[config.mk]
export PLATFORM = sky130hd
export DESIGN_NAME = ex_muldiv_unit_flat
export DESIGN_NICKNAME = d
export VERILOG_FILES = /design/src/rtl/ex_muldiv_unit_if.sv /design/src/rtl/ex_muldiv_unit.sv /design/src/flat_wrapper.sv
export SDC_FILE = /design/constraint.sdc
export NUM_CORES = 1
export LEC_CHECK = 0
export CELL_PAD_IN_SITES_DETAIL_PLACEMENT = 1
export CELL_PAD_IN_SITES_GLOBAL_PLACEMENT = 2
export CORE_AREA = 2 2 182 229
export DETAILED_ROUTE_END_ITERATION = 10
export DIE_AREA = 0 0 184 231
export GPL_ROUTABILITY_DRIVEN = 1
export HOLD_SLACK_MARGIN = 0.08
export PLACE_DENSITY = 0.95
export SLEW_MARGIN = 20
export SYNTH_ARGS = -nofsm -noshare
export SYNTH_HDL_FRONTEND = slang
export SYNTH_SLANG_ARGS = --single-unit
[constraint.sdc]
create_clock -name clk -period 5.8 [get_ports clk]
set_clock_uncertainty 0.15 [all_clocks]
set_input_delay 0.58 -clock clk [delete_from_list [all_inputs] [get_ports clk]]
set_output_delay 0.58 -clock clk [all_outputs]
set_load 0.03 [all_outputs]
[src/rtl/ex_muldiv_unit_if.sv]
// Handshake/result bundle between the EX stage and the multiply/divide unit.
interface ex_muldiv_unit_if #(
  parameter int DATA_W = 32
);
  logic              start_i;
  logic [2:0]        op_i;
  logic [DATA_W-1:0] opa_i;
  logic [DATA_W-1:0] opb_i;
  logic              annul_i;
  logic              stall_req_o;
  logic              done_o;
  logic              div_zero_o;
  logic [DATA_W-1:0] hi_o;
  logic [DATA_W-1:0] lo_o;

  modport master (
    output start_i, op_i, opa_i, opb_i, annul_i,
    input  stall_req_o, done_o, div_zero_o, hi_o, lo_o
  );

  modport slave (
    input  start_i, op_i, opa_i, opb_i, annul_i,
    output stall_req_o, done_o, div_zero_o, hi_o, lo_o
  );
endinterface

[src/rtl/ex_muldiv_unit.sv]
// Iterative multiply/divide unit owning HI/LO; MTHI/MTLO complete in one cycle.
// Define MDU_MADD_EN to enable MADD/MSUB (signed multiply-accumulate into {HI,LO}).
//
// state  | meaning
// S_IDLE | waiting; moves commit here, iterative ops are accepted here
// S_MUL  | shift-add multiply, one multiplier bit per cycle
// S_DIV  | restoring divide, one quotient bit per cycle
// S_FIX  | sign correction / accumulate, commit HI/LO
// S_DONE | done_o pulse, back to S_IDLE
module ex_muldiv_unit #(
  parameter int DATA_W = 32,
  parameter int CNT_W  = 6
) (
  input logic               clk,
  input logic               rst,
  ex_muldiv_unit_if.slave   bus
);
  localparam int W = DATA_W;
  localparam logic [CNT_W-1:0] CNT_LOAD = CNT_W'(DATA_W - 1);

  localparam logic [2:0] OP_MULT  = 3'b000;
  localparam logic [2:0] OP_MULTU = 3'b001;
  localparam logic [2:0] OP_DIV   = 3'b010;
  localparam logic [2:0] OP_DIVU  = 3'b011;
  localparam logic [2:0] OP_MTHI  = 3'b100;
  localparam logic [2:0] OP_MTLO  = 3'b101;
  localparam logic [2:0] OP_MADD  = 3'b110;
  localparam logic [2:0] OP_MSUB  = 3'b111;

`ifdef MDU_MADD_EN
  localparam bit MADD_EN = 1'b1;
`else
  localparam bit MADD_EN = 1'b0;
`endif

  typedef enum logic [2:0] {S_IDLE, S_MUL, S_DIV, S_FIX, S_DONE} state_t;

  state_t           r_state;
  logic [CNT_W-1:0] r_cnt;
  logic [2*W-1:0]   r_acc;
  logic [W-1:0]     r_opnd;
  logic             r_neg_lo;
  logic             r_neg_hi;
  logic             r_is_div;
  logic             r_acc_add;
  logic             r_acc_sub;
  logic [W-1:0]     r_hi;
  logic [W-1:0]     r_lo;
  logic             r_done;
  logic             r_dz;

  logic             w_op_mul;
  logic             w_op_div;
  logic             w_op_madd;
  logic             w_signed;
  logic [W-1:0]     w_a_mag;
  logic [W-1:0]     w_b_mag;
  logic [W:0]       w_mul_sum;
  logic [2*W-1:0]   w_mul_next;
  logic [W:0]       w_div_shift;
  logic [W:0]       w_div_trial;
  logic [2*W-1:0]   w_div_next;
  logic [2*W-1:0]   w_prod_s;
  logic [2*W-1:0]   w_mul_res;
  logic [W-1:0]     w_fix_hi;
  logic [W-1:0]     w_fix_lo;

  assign w_op_madd = MADD_EN && (bus.op_i == OP_MADD || bus.op_i == OP_MSUB);
  assign w_op_mul  = (bus.op_i == OP_MULT) || (bus.op_i == OP_MULTU) || w_op_madd;
  assign w_op_div  = (bus.op_i == OP_DIV) || (bus.op_i == OP_DIVU);
  assign w_signed  = (bus.op_i == OP_MULT) || (bus.op_i == OP_DIV) || w_op_madd;
  assign w_a_mag   = (w_signed && bus.opa_i[W-1]) ? -bus.opa_i : bus.opa_i;
  assign w_b_mag   = (w_signed && bus.opb_i[W-1]) ? -bus.opb_i : bus.opb_i;

  // Multiply: r_acc = {partial, multiplier}; add into the top half then shift right.
  assign w_mul_sum  = {1'b0, r_acc[2*W-1:W]} + {1'b0, (r_acc[0] ? r_opnd : {W{1'b0}})};
  assign w_mul_next = {w_mul_sum, r_acc[W-1:1]};

  // Divide: r_acc = {remainder, dividend/quotient}; remainder < divisor so W+1 bits suffice.
  assign w_div_shift = {r_acc[2*W-1:W], r_acc[W-1]};
  assign w_div_trial = w_div_shift - {1'b0, r_opnd};
  assign w_div_next  = w_div_trial[W] ? {w_div_shift[W-1:0], r_acc[W-2:0], 1'b0}
                                      : {w_div_trial[W-1:0], r_acc[W-2:0], 1'b1};

  assign w_prod_s = r_neg_lo ? -r_acc : r_acc;

  always_comb begin
    w_mul_res = w_prod_s;
    if (r_acc_add)      w_mul_res = {r_hi, r_lo} + w_prod_s;
    else if (r_acc_sub) w_mul_res = {r_hi, r_lo} - w_prod_s;
    if (r_is_div) begin
      w_fix_hi = r_neg_hi ? -r_acc[2*W-1:W] : r_acc[2*W-1:W];
      w_fix_lo = r_neg_lo ? -r_acc[W-1:0]   : r_acc[W-1:0];
    end else begin
      w_fix_hi = w_mul_res[2*W-1:W];
      w_fix_lo = w_mul_res[W-1:0];
    end
  end

  always_ff @(posedge clk or negedge rst) begin
    if (!rst) begin
      r_state   <= S_IDLE;
      r_cnt     <= '0;
      r_acc     <= '0;
      r_opnd    <= '0;
      r_neg_lo  <= 1'b0;
      r_neg_hi  <= 1'b0;
      r_is_div  <= 1'b0;
      r_acc_add <= 1'b0;
      r_acc_sub <= 1'b0;
      r_hi      <= '0;
      r_lo      <= '0;
      r_done    <= 1'b0;
      r_dz      <= 1'b0;
    end else if (bus.annul_i) begin
      r_state <= S_IDLE;
      r_done  <= 1'b0;
      r_dz    <= 1'b0;
    end else begin
      case (r_state)
        S_IDLE: begin
          r_done <= 1'b0;
          r_dz   <= 1'b0;
          if (bus.start_i) begin
            if (bus.op_i == OP_MTHI) begin
              r_hi <= bus.opa_i;
            end else if (bus.op_i == OP_MTLO) begin
              r_lo <= bus.opa_i;
            end else if (w_op_mul) begin
              r_acc     <= {{W{1'b0}}, w_b_mag};
              r_opnd    <= w_a_mag;
              r_neg_lo  <= w_signed && (bus.opa_i[W-1] ^ bus.opb_i[W-1]);
              r_neg_hi  <= 1'b0;
              r_is_div  <= 1'b0;
              r_acc_add <= w_op_madd && (bus.op_i == OP_MADD);
              r_acc_sub <= w_op_madd && (bus.op_i == OP_MSUB);
              r_cnt     <= CNT_LOAD;
              r_state   <= S_MUL;
            end else if (w_op_div) begin
              if (bus.opb_i == '0) begin
                r_done  <= 1'b1;
                r_dz    <= 1'b1;
                r_state <= S_DONE;
              end else begin
                r_acc     <= {{W{1'b0}}, w_a_mag};
                r_opnd    <= w_b_mag;
                r_neg_lo  <= w_signed && (bus.opa_i[W-1] ^ bus.opb_i[W-1]);
                r_neg_hi  <= w_signed && bus.opa_i[W-1];
                r_is_div  <= 1'b1;
                r_acc_add <= 1'b0;
                r_acc_sub <= 1'b0;
                r_cnt     <= CNT_LOAD;
                r_state   <= S_DIV;
              end
            end
          end
        end
        S_MUL: begin
          r_acc <= w_mul_next;
          if (r_cnt == '0) r_state <= S_FIX;
          else             r_cnt   <= r_cnt - CNT_W'(1);
        end
        S_DIV: begin
          r_acc <= w_div_next;
          if (r_cnt == '0) r_state <= S_FIX;
          else             r_cnt   <= r_cnt - CNT_W'(1);
        end
        S_FIX: begin
          r_hi    <= w_fix_hi;
          r_lo    <= w_fix_lo;
          r_done  <= 1'b1;
          r_state <= S_DONE;
        end
        S_DONE: begin
          r_done  <= 1'b0;
          r_dz    <= 1'b0;
          r_state <= S_IDLE;
        end
        default: r_state <= S_IDLE;
      endcase
    end
  end

  assign bus.stall_req_o = ~bus.annul_i &
                           (((r_state == S_IDLE) & bus.start_i & (w_op_mul | w_op_div)) |
                            (r_state == S_MUL) | (r_state == S_DIV) | (r_state == S_FIX));
  assign bus.done_o      = r_done;
  assign bus.div_zero_o  = r_dz;
  assign bus.hi_o        = r_hi;
  assign bus.lo_o        = r_lo;
endmodule
[src/flat_wrapper.sv]
// flat-port wrapper written by rule: the top's interface ports become plain ports
module ex_muldiv_unit_flat 
#(
  parameter int DATA_W = 32,
  parameter int CNT_W  = 6
)
  (clk, rst, bus_start_i, bus_op_i, bus_opa_i, bus_opb_i, bus_annul_i, bus_stall_req_o, bus_done_o, bus_div_zero_o, bus_hi_o, bus_lo_o);
  ex_muldiv_unit_if #(.DATA_W(DATA_W)) bus_i ();
  input logic clk;
  input logic rst;
  input wire logic [$bits(bus_i.start_i)-1:0] bus_start_i;
  input wire logic [$bits(bus_i.op_i)-1:0] bus_op_i;
  input wire logic [$bits(bus_i.opa_i)-1:0] bus_opa_i;
  input wire logic [$bits(bus_i.opb_i)-1:0] bus_opb_i;
  input wire logic [$bits(bus_i.annul_i)-1:0] bus_annul_i;
  output wire logic [$bits(bus_i.stall_req_o)-1:0] bus_stall_req_o;
  output wire logic [$bits(bus_i.done_o)-1:0] bus_done_o;
  output wire logic [$bits(bus_i.div_zero_o)-1:0] bus_div_zero_o;
  output wire logic [$bits(bus_i.hi_o)-1:0] bus_hi_o;
  output wire logic [$bits(bus_i.lo_o)-1:0] bus_lo_o;
  assign bus_i.start_i = bus_start_i;
  assign bus_i.op_i = bus_op_i;
  assign bus_i.opa_i = bus_opa_i;
  assign bus_i.opb_i = bus_opb_i;
  assign bus_i.annul_i = bus_annul_i;
  assign bus_stall_req_o = bus_i.stall_req_o;
  assign bus_done_o = bus_i.done_o;
  assign bus_div_zero_o = bus_i.div_zero_o;
  assign bus_hi_o = bus_i.hi_o;
  assign bus_lo_o = bus_i.lo_o;
  ex_muldiv_unit #(.DATA_W(DATA_W), .CNT_W(CNT_W)) u_core (.clk(clk), .rst(rst), .bus(bus_i));
endmodule
# Yosys cells after proc, flatten, opt, wreduce, memory -nomap -nowiden
# Index checks and enable logic that the tools add are counted.
# op_classes
add_sub_neg,9
n_mul,0
n_div,0
order_cmp,0
eq_ne,23
shifts,0
n_mux,66
n_bitwise,11
reduce_logical,23
# op_table
op,count
64-bit two-way mux,9
32-bit two-way mux,15
64-bit case mux with 3 select lines,1
32-bit negation,4
32-bit case mux with 2 select lines,2
64-bit adder,1
64-bit negation,1
6-bit two-way mux,7
32-bit by 32-bit adder with 33-bit output,1
33-bit by 32-bit subtractor with 33-bit output,1
32-bit logical NOT,1
3-bit two-way mux,8
1-bit two-way mux,20
7-bit AND reduction,2
3-bit by 2-bit equality test with 1-bit output (second input constant),4
6-bit case mux with 2 select lines,1
5-bit AND reduction,2
3-bit equality test (second input constant),3
3-bit != test (second input constant),3
3-bit case mux with 3 select lines,1
2-bit != test (second input constant),4
8-bit AND reduction,1
3-bit by 1-bit equality test with 1-bit output (second input constant),2
3-bit logical NOT,2
19 further kinds,36
# word_totals
ff_bits,175
latchBits,0
ramBits,0
romBits,0
input_bits,71
out_inout_bits,67
elab_cells,144
memories,0

# Depth between registers and ports, before layout
# Gate-level depths: netlist (run 1).
# logic_depth
depth_word,11
depth_mapped,15

# Worst setup path after synthesis (run 1)
# OpenSTA, ideal clock, no wires.
# synth_timing
kind,reg-to-reg
startpoint,register u_core.r_acc[0]
endpoint,register u_core.r_acc[63]
setup_ps,129
arrival_time_ps,3447
path_slack_ps,2074
path_stages_with_launch,16
n_path_buf,2
period_less_slack_ps,3726
path_cell_list,dfrtp_1 inv_1 clkbuf_1 nor2_1 ha_1 clkbuf_1 a21oi_1 o21ai_1 a221o_1 a21o_1 a21oi_1 o21ai_1 a311o_1 a311o_1 a41oi_1 o22ai_1
# synth_between
elab_chain_cells,3
# synth_rtl
item,line_no,text
from (decl),ex_muldiv_unit.sv:40,logic [2*W-1:0] r_acc;
from (signal assigned),ex_muldiv_unit.sv:130,"r_acc <= {{W{1'b0}}, w_b_mag};"
from (signal assigned),ex_muldiv_unit.sv:145,"r_acc <= {{W{1'b0}}, w_a_mag};"
from (signal assigned),ex_muldiv_unit.sv:159,r_acc <= w_mul_next;
32-bit two-way mux,ex_muldiv_unit.sv:76,"assign w_mul_sum = {1'b0, r_acc[2*W-1:W]} + {1'b0, (r_acc[0] ? r_opnd : {W{1'b0}})};"
32-bit by 32-bit adder with 33-bit output,ex_muldiv_unit.sv:76,
64-bit case mux with 3 select lines,ex_muldiv_unit.sv:120,case (r_state)
# No other way between the ends.
# A chain may end at the register's enable or synchronous reset.

# Worst setup path after layout (run 1)
# layout_timing
startpoint,register u_core.r_acc[36]
endpoint,register u_core.r_acc[57]
# layout_between
elab_chain_cells,3
word_cells_on_any_way,4
# layout_rtl
item,line_no,text
33-bit by 32-bit subtractor with 33-bit output,ex_muldiv_unit.sv:81,"assign w_div_trial = w_div_shift - {1'b0, r_opnd};"
64-bit two-way mux,ex_muldiv_unit.sv:82,"assign w_div_next = w_div_trial[W] ? {w_div_shift[W-1:0], r_acc[W-2:0], 1'b0}"
64-bit case mux with 3 select lines *,ex_muldiv_unit.sv:120,
# Mark *: on every way between the ends. The rest lies on a longest branch, timed or not.

==> summary.txt, run 1 <==
status -> finished, final reports clean
final hold slack -> 0.0873 ns
min Tclk post-route -> 4.38 ns
die height -> 231 um
Critical Path End Type -> flop
Min-Delay Path Class -> in -> async
placed cell areas -> 16,500 um2
commonest cells after routing, fill and taps aside -> 234 x nand2_1, 226 x nor2_1, 214 x o21ai_0
multi-input logic area -> 9740 um2
first-pass GRT wire length -> 92,800 um
Slew Viols, Final -> 0
power per cell area -> 623 nW/um2
reg-to-reg endpoint -> u_core.r_acc[57]$_DFFE_PN0P_
clock sinks -> 174
Num CTS Buffers -> 17
total grt overflow -> 0
leakage power -> 7.23 nW
Max-slew headroom -> 25.8%
crit path kind -> reg -> reg
Boundary Pins -> 138
setup violators final -> 0
commonest non-fill, non-tap cell in the layout -> nand2_1
worst r2r path cells -> 10
MaxCap Viol Count -> 0
WL/cell -> 24.1 um
Worst Path Required -> 6.00 ns
CTS Hold Bufs -> 0
Final #Nets -> 2,156
Post-synth top flop -> dfrtp_1
largest net degree at the start of global routing -> 105
Worst-Margin Slew -> 1.09 ns
Yosys cell types -> 76
fin crit share -> 75.5%
clk slew on worst S/H paths -> 0.09 ns
starting DRC count in detailed routing -> 910
Vias/cell -> 6.00
Port Buf Inserts -> 137
Post-Syn Area -> 14,800 um2
Setup Fix Bufs, Post-CTS -> 0
# diodes -> 0
Post-synth EDFFs -> 0
H-tree Lvls -> 4
RSZ-0062 raised after global routing -> false
initial core utilization -> 36.4%
TritonCTS clock tree -> done
maximum fanout along the worst path -> 8
Fill cells -> 5,047
TritonRoute pass-1 iters -> 8
Worst EP arrival -> 4.58 ns
Post-Synthesis Cells -> 1,955
share of cells above drive strength 1 -> 4.64%
aggregate routed wire length -> 61,000 um
vias -> 15,200
syn_nets -> 2,098
design area -> 17,200 um2
synth top area cells -> dfrtp_1 29%, o21ai_0 7.3%, a21oi_1 6.6%
CTS max path bufs -> 2
area grow syn2layout -> 16.2%
fmax -> 228 MHz
final setup TNS -> 0 ns
Storage cell area -> 4350 um2
die area -> 42,500 um2
Antenna Nets Post-Route -> 0
reg2reg start -> u_core.r_acc[36]$_DFFE_PN0P_
worst vdd ir -> 0.416 mV
Ys Warns -> 0
Fin. Hold Viols -> 0
root buffer cell -> clkbuf_16
Synth top area share -> 29.5%
clk_lat worst skew -> 0.46 ns
total track usage -> 28.7%
#FFs+latches synth -> 174
Remaining DRCs -> 0
vias in the first global route -> 15,800
Core Util, Final -> 42.4%
row cnt -> 83
async set-reset flop share out of synthesis -> 100%
Die W -> 184 um
sequential element share of the synthesized area -> 29.5%
reg-to-reg slack, setup -> 1.42 ns
syn_area_per_cell -> 7.55 um2
CTS resizes -> 0
RePlAce Congestion -> 0.972
antenna violations before repair -> 0
element type at the critical path start -> flop
cell taking the most area after synthesis -> dfrtp_1
Final HPWL DP -> 47,400 um
core area -> 40,500 um2
## sequential cells by signal, indices dropped and copies added, names as in the netlist, 3 cells and up
signal,cells
u_core.bus.hi_o,32
u_core.bus.lo_o,32
u_core.r_acc,64
u_core.r_cnt,6
u_core.r_opnd,32
u_core.r_state,3
## synth_stat cells, types with 8 or more instances
cell type  instances
mux2i_1           13
buf_2             17
o21ai_0          214
dfrtp_1          174
o31ai_1           35
a211oi_1           8
xnor2_1           78
clkbuf_1         101
and2_1            10
a21oi_1          195
o21a_1            17
o211ai_1          11
and3_1            16
nand2_1          236
or2_2              8
a222oi_1          27
nor2_1           229
o21ai_1           14
or3_1             22
xor2_1            92
nor2b_1           14
or4_1             11
nand2b_1          20
nand3_1           20
ha_1              70
a21o_1            43
nor3_1            48
inv_1             59
nor4_1            11
a31oi_1           30
## layer usage
layer  routed length, um  GRT usage (%)  up-vias  part of all wire, %
met5                   0              0        -                    0
met4                4300           19.4        0                  7.0
met3                2090           2.92      160                  3.4
met2               31000           51.0      454                   51
met1               23600           32.3     7523                   39
li1                    -              -     7089                    -
## through the flow
step	power, mW	instances	setup WS, ns
2_1_floorplan	6.92	1955	2.07
3_3_place_gp	9.21	2504	1.43
3_5_place_dp	9.38	2504	1.33
4_1_cts	10.7	2536	1.48
5_1_grt	11.4	2536	1.02
6_report	10.7	2536	1.42
## final cells by class
cell class	count	share of cell area, %
clock buffer	17	2.48
clock inverter	15	1.08
inverter	59	1.29
multi-input combinational	1598	56.8
sequential	174	25.4
tap	510	3.72
timing repair buffer	163	9.28
## logic make-up (layout without fill, tap and decap cells)
| logic type | Yosys count | count (layout) | synth area share (%) |
|---|---|---|---|
| compound gates | 657 | 657 | 27.0 |
| xor+xnor | 170 | 170 | 10.1 |
| fa+ha+maj | 72 | 72 | 6.20 |
| buf+inv | 183 | 254 | 4.85 |
| flops | 174 | 174 | 29.5 |
| mux | 16 | 16 | 1.14 |
| simple gates | 683 | 683 | 21.3 |
## worst max-delay path, stage by stage (launching register included)
cell and delay (ns):
dfrtp_1 0.58, ha_1 0.33, a2111oi_0 0.60, a2111oi_0 0.36, a2111oi_0 0.97, o31ai_1 0.26, and2_1 0.27, a41oi_1 0.27
xor2_1 0.20, o31ai_1 0.09, o22a_1 0.19
## report_power, final
group | internal, mW | switching (mW) | leakage [nW] | total (mW)
clock | 0.589 | 0.630 | 0.294 | 1.22
sequential | 1.76 | 0.794 | 2.17 | 2.56
combinational | 2.62 | 4.30 | 4.77 | 6.92
total | 4.97 | 5.72 | 7.23 | 10.7
## worst max-delay path by stage
stage	slack, ns	startpoint	endpoint	cells after the start
finish	1.42	u_core.r_acc[36]$_DFFE_PN0P_	u_core.r_acc[57]$_DFFE_PN0P_	10
global route	1.02	u_core.r_acc[36]$_DFFE_PN0P_	u_core.r_acc[61]$_DFFE_PN0P_	10
global placement	1.43	bus_opb_i[3]	u_core.r_acc[59]$_DFFE_PN0P_	11
CTS	1.48	u_core.r_acc[36]$_DFFE_PN0P_	u_core.r_acc[57]$_DFFE_PN0P_	10
detailed placement	1.33	bus_opb_i[3]	u_core.r_acc[59]$_DFFE_PN0P_	11
floorplan	2.07	u_core.r_acc[0]$_DFFE_PN0P_	u_core.r_acc[63]$_DFFE_PN0P_	15
Note: power is estimated with default switching activity, not from simulation.
==> run 2: changes to the inputs <==
Settings changed: CORE_AREA 2 2 182 229 to 2 2 199 249, DIE_AREA 0 0 184 231 to 0 0 201 251, PLACE_DENSITY 0.95 to 0.86.
Clock period 5.8 ns to 3.89 ns, I/O delays scaled along.
==> run 2 against run 1 <==
  * Clock power up 50%
  * Sequential power up 32%
  * Critical path depth up 4
  * Register-to-register slack worse by 1.3 ns
  * Flip-flop and latch count unchanged
  * First-iteration DRC count up 19%
  * Largest cell class unchanged
==> summary.txt, run 2 (synthesis results as in run 1) <==
die area -> 50,500 um2
Critical Path End Type -> flop
Final Non-Filler Cells -> 2,803
commonest cells after routing, fill and taps aside -> 233 x nand2_1, 226 x nor2_1, 212 x o21ai_0
core area -> 48,100 um2
largest net degree at the start of global routing -> 69
Vias/cell -> 5.63
Final #Nets -> 2,289
RSZ-0062 raised after global routing -> false
Remaining DRCs -> 0
root buffer cell -> clkbuf_16
Biggest register -> u_core.r_acc
reg2reg start -> u_core.r_opnd[6]$_DFFE_PN0P_
status -> finished, final reports clean
Port Buf Inserts -> 137
first-pass GRT wire length -> 99,900 um
power per cell area -> 945 nW/um2
Final HPWL DP -> 52,900 um
clk slew on worst S/H paths -> 0.08 ns
Core Util, Final -> 38.4%
CTS max path bufs -> 2
vias in the first global route -> 16,500
# diodes -> 0
reg-to-reg slack, setup -> 0.16 ns
placed cell areas -> 17,700 um2
max FFs per register -> 64
worst r2r path cells -> 14
area grow syn2layout -> 25.0%
Fill cells -> 5,856
clock sinks -> 174
DP Cell Count -> 2,768
starting DRC count in detailed routing -> 1,084
die height -> 251 um
crit path kind -> reg -> reg
Num CTS Buffers -> 17
final setup TNS -> 0 ns
H-tree Lvls -> 4
Max-slew headroom -> 34.5%
share of cells above drive strength 1 -> 11.0%
worst vdd ir -> 0.375 mV
aggregate routed wire length -> 66,100 um
TritonCTS clock tree -> done
worst setup margin -> 0.162 ns
row cnt -> 90
RePlAce Congestion -> 0.924
total grt overflow -> 0
Worst Path Required -> 4.14 ns
Die W -> 201 um
maximum fanout along the worst path -> 4
pre-CTS setup slack -> 0.00596 ns
Hold Path End -> u_core.r_opnd[30]$_DFFE_PN0P_
Worst-Margin Slew -> 0.980 ns
commonest non-fill, non-tap cell in the layout -> nand2_1
leakage power -> 7.92 nW
fin crit share -> 95.8%
Slew Viols, Final -> 0
Fin. Hold Viols -> 0
MaxCap Viol Count -> 0
final hold slack -> 0.335 ns
fmax -> 268 MHz
setup violators final -> 0
total track usage -> 25.8%
worst min-delay path startpoint -> u_core.r_opnd[30]$_DFFE_PN0P_
vias -> 15,800
element type at the critical path start -> flop
Worst EP arrival -> 3.98 ns
clk_lat worst skew -> 0.47 ns
initial core utilization -> 30.7%
total power -> 17.4 mW
hold path depth -> 2
design area -> 18,400 um2
WL/cell -> 23.6 um
Antenna Nets Post-Route -> 0
TritonRoute pass-1 iters -> 5
reg-to-reg endpoint -> u_core.r_acc[57]$_DFFE_PN0P_
Boundary Pins -> 138
min Tclk post-route -> 3.73 ns
Min-Delay Path Class -> reg -> reg
antenna violations before repair -> 1
==> run 2: report_power, final <==
group | internal [mW] | switching, mW
Sequential | 2.63 | 0.756
Combinational | 4.86 | 7.36
Clock | 0.879 | 0.954
Total | 8.37 | 9.07
==> run 2: cell type report <==
cell class / count / area (um2) / area share (%)
inverters: 59 / 221 / 1.20
clock buffers: 17 / 425 / 2.31
well taps: 644 / 806 / 4.37
clock inverters: 15 / 183 / 0.990
flip-flops and latches: 174 / 4360 / 23.6
multi-input cells: 1598 / 9800 / 53.1
repair buffers: 296 / 2660 / 14.4
==> run 2: how the worst max path moves through the flow <==
stage,from,to,cells past startpoint,slack (ns)
2_1_floorplan,u_core.r_acc[0]$_DFFE_PN0P_,u_core.r_acc[63]$_DFFE_PN0P_,15,0.16
3_3_place_gp,u_core.r_acc[0]$_DFFE_PN0P_,u_core.bus.hi_o[13]$_DFFE_PN0P_,12,0.04
3_5_place_dp,bus_opa_i[12],u_core.r_opnd[25]$_DFFE_PN0P_,11,0.006
4_1_cts,u_core.r_acc[0]$_DFFE_PN0P_,u_core.r_acc[61]$_DFFE_PN0P_,14,0.02
5_1_grt,u_core.r_opnd[11]$_DFFE_PN0P_,u_core.r_acc[36]$_DFFE_PN0P_,14,0.003
6_report,u_core.r_opnd[6]$_DFFE_PN0P_,u_core.r_acc[57]$_DFFE_PN0P_,14,0.16
==> run 2: critical path, cell delays in order (launching register included) <==
cell and delay, ns:
dfrtp_1 0.38, inv_1 0.10, ha_1 0.37, a2111o_1 0.16, o21ai_0 0.08, buf_4 0.15
a2111oi_1 0.56, a2111oi_0 0.15, buf_4 0.19, o31ai_1 0.32, and2_1 0.28, a41oi_1 0.16
xor2_1 0.17, o31ai_1 0.24, o22a_1 0.20
==> run 2: per-layer routing <==
layer	track usage, %	vias up	wire length [um]
met2	46.7	470	33800
met4	14.5	2	4090
met5	0	-	11
met1	29.5	7795	25700
met3	2.99	160	2480
li1	-	7356	-
==> run 2: what timing repair did <==
| action | in CTS | in global routing |
|---|---|---|
| hold endpoints to repair | 65 | 0 |
| pin swaps | 0 | 2 |
| setup buffers | 0 | 2 |
| resized for setup | 1 | 17 |
| hold buffers | 1 | 0 |
| gates cloned | 0 | 0 |
| endpoints found under the setup margin | 1 | 38 |
==> run 3: changes to the inputs <==
Settings changed: CORE_AREA 2 2 199 249 to 2 2 312 160, DIE_AREA 0 0 201 251 to 0 0 314 162.
==> run 3 against run 2 <==
  * Cell count increased by 2.3%
  * Non-clock buffer count grew 59
  * Via count grew 4.0%
  * Largest cell class unchanged
  * Cell area increased by 2.6%
  * Maximum frequency is 2.2% lower
  * Flip-flop and latch count is the same
  * Die area is 0.83% higher
  * Critical path depth unchanged
  * Clock power barely moved
  * Setup slack worse by 0.083 ns
==> summary.txt, run 3 (synthesis results as in run 1) <==
status -> finished, final reports clean
element type at the critical path start -> flop
Biggest register -> u_core.r_acc
power per cell area -> 975 nW/um2
commonest non-fill, non-tap cell in the layout -> nand2_1
share of cells above drive strength 1 -> 13.6%
worst vdd ir -> 0.449 mV
clk_lat worst skew -> 0.47 ns
Max-slew headroom -> 25.3%
row cnt -> 57
Final #Nets -> 2,348
WL/cell -> 25.8 um
Switch Pwr -> 9.79 mW
vias in the first global route -> 16,400
combinational share of power -> 71.1%
Die W -> 314 um
hold path depth -> 2
Final Non-Filler Cells -> 2,867
pre-CTS setup slack -> -0.0757 ns
clock sinks -> 174
die height -> 162 um
vias -> 16,400
max FFs per register -> 64
total power -> 18.4 mW
placed cell areas -> 18,200 um2
final hold slack -> 0.336 ns
RePlAce Congestion -> 1.01
Worst-Margin Slew -> 1.12 ns
first-pass GRT wire length -> 108,000 um
Port Buf Inserts -> 137
leakage power -> 8.21 nW
clock power share -> 10.0%
MaxCap Viol Count -> 0
worst min-delay path startpoint -> u_core.r_opnd[11]$_DFFE_PN0P_
# diodes -> 0
antenna violations before repair -> 2
multi-input logic area -> 9800 um2
Internal -> 8.65 mW
Remaining DRCs -> 0
commonest cells after routing, fill and taps aside -> 234 x nand2_1, 226 x nor2_1, 212 x o21ai_0
TritonRoute pass-1 iters -> 9
reg2reg start -> u_core.r_acc[31]$_DFFE_PN0P_
reg-to-reg slack, setup -> 0.08 ns
total track usage -> 28.8%
Fill cells -> 5,812
total grt overflow -> 0
setup violators final -> 0
maximum fanout along the worst path -> 20
Min-Delay Path Class -> reg -> reg
die area -> 50,900 um2
Boundary Pins -> 138
largest net degree at the start of global routing -> 84
Antenna Nets Post-Route -> 0
Storage cell area -> 4350 um2
crit path kind -> reg -> reg
Worst Path Required -> 4.10 ns
design area -> 18,900 um2
starting DRC count in detailed routing -> 1,871
clk slew on worst S/H paths -> 0.08 ns
switching part of the total -> 53.1%
Final HPWL DP -> 59,800 um
H-tree Lvls -> 4
reg-to-reg endpoint -> u_core.r_acc[53]$_DFFE_PN0P_
Worst EP arrival -> 4.02 ns
Vias/cell -> 5.72
aggregate routed wire length -> 73,900 um
Num CTS Buffers -> 17
Core Util, Final -> 39.4%
CTS max path bufs -> 2
sequential share of power -> 18.8%
Fin. Hold Viols -> 0
area grow syn2layout -> 28.2%
core area -> 48,000 um2
worst setup margin -> 0.0785 ns
min Tclk post-route -> 3.81 ns
final setup TNS -> 0 ns
TritonCTS clock tree -> done
DP Cell Count -> 2,831
worst r2r path cells -> 14
fin crit share -> 98.0%
root buffer cell -> clkbuf_16
initial core utilization -> 30.8%
Hold Path End -> u_core.r_opnd[11]$_DFFE_PN0P_
Critical Path End Type -> flop
Slew Viols, Final -> 0
fmax -> 262 MHz
-- run 3: cell count changes in the layout (fill, tap and decap cells not counted), sizes merged --
cell,before,now
clkbuf,17,19
bufinv,0,1
clkinvlp,1,2
buf,159,216
clkinv,5,1
inv,68,70
-- run 3: area by class of cell --
cell class,instances,area share (%)
well taps,649,4.29
clock buffers,17,2.25
flip-flops and latches,174,23.0
repair buffers,355,16.6
inverters,59,1.17
multi-input cells,1598,51.8
clock inverters,15,0.873
-- run 3: worst max path at each step --
stage | startpoint | endpoint | slack [ns] | depth (start not counted)
after floorplan | u_core.r_acc[0]$_DFFE_PN0P_ | u_core.r_acc[63]$_DFFE_PN0P_ | 0.16 | 15
after global placement | bus_opb_i[5] | u_core.r_acc[26]$_DFFE_PN0P_ | 0.06 | 10
after detailed placement | u_core.r_acc[31]$_DFFE_PN0P_ | u_core.r_acc[0]$_DFFE_PN0P_ | -0.08 | 15
after CTS | u_core.r_acc[31]$_DFFE_PN0P_ | u_core.r_acc[35]$_DFFE_PN0P_ | 0.003 | 15
after global routing | u_core.r_acc[31]$_DFFE_PN0P_ | u_core.r_acc[39]$_DFFE_PN0P_ | -0.02 | 16
final | u_core.r_acc[31]$_DFFE_PN0P_ | u_core.r_acc[53]$_DFFE_PN0P_ | 0.08 | 14
-- run 3: worst max-delay path: stages (launching register included) --
cell       delay (ns)
dfrtp_1          0.35
inv_1            0.11
ha_1             0.24
fa_1             0.42
nand2b_1         0.20
a21oi_2          0.19
o211ai_1         0.17
nand3_2          0.18
nand4b_1         0.16
a21oi_1          0.25
a2111oi_4        0.09
buf_6            0.17
clkbuf_16        0.20
or4_1            0.55
a31oi_1          0.26
-- run 3: power by group through the flow --
stage          combinational [mW]  clock (mW)  sequential (mW)
2_1_floorplan                6.39           0             3.94
3_3_place_gp                 12.0           0             3.41
3_5_place_dp                 12.2           0             3.46
4_1_cts                      12.3        1.86             3.43
5_1_grt                      14.0        1.92             3.55
6_report                     13.1        1.85             3.47
-- run 3: per-layer routing --
layer / vias to the layer above / track usage (%) / share of wire [%]
li1: 7461 / - / -
met1: 8175 / 43.5 / 50
met2: 721 / 35.2 / 35
met3: 53 / 15.5 / 15
met4: 0 / 4.05 / 0.78
met5: - / 0 / 0
-- run 3: what timing repair did --
item | CTS | global route
setup endpoints to repair | 5 | 26
hold buffers | 1 | 0
gates cloned | 0 | 2
setup buffers | 0 | 1
pin swaps | 0 | 4
hold endpoints to repair | 80 | 0
resized for setup | 3 | 18
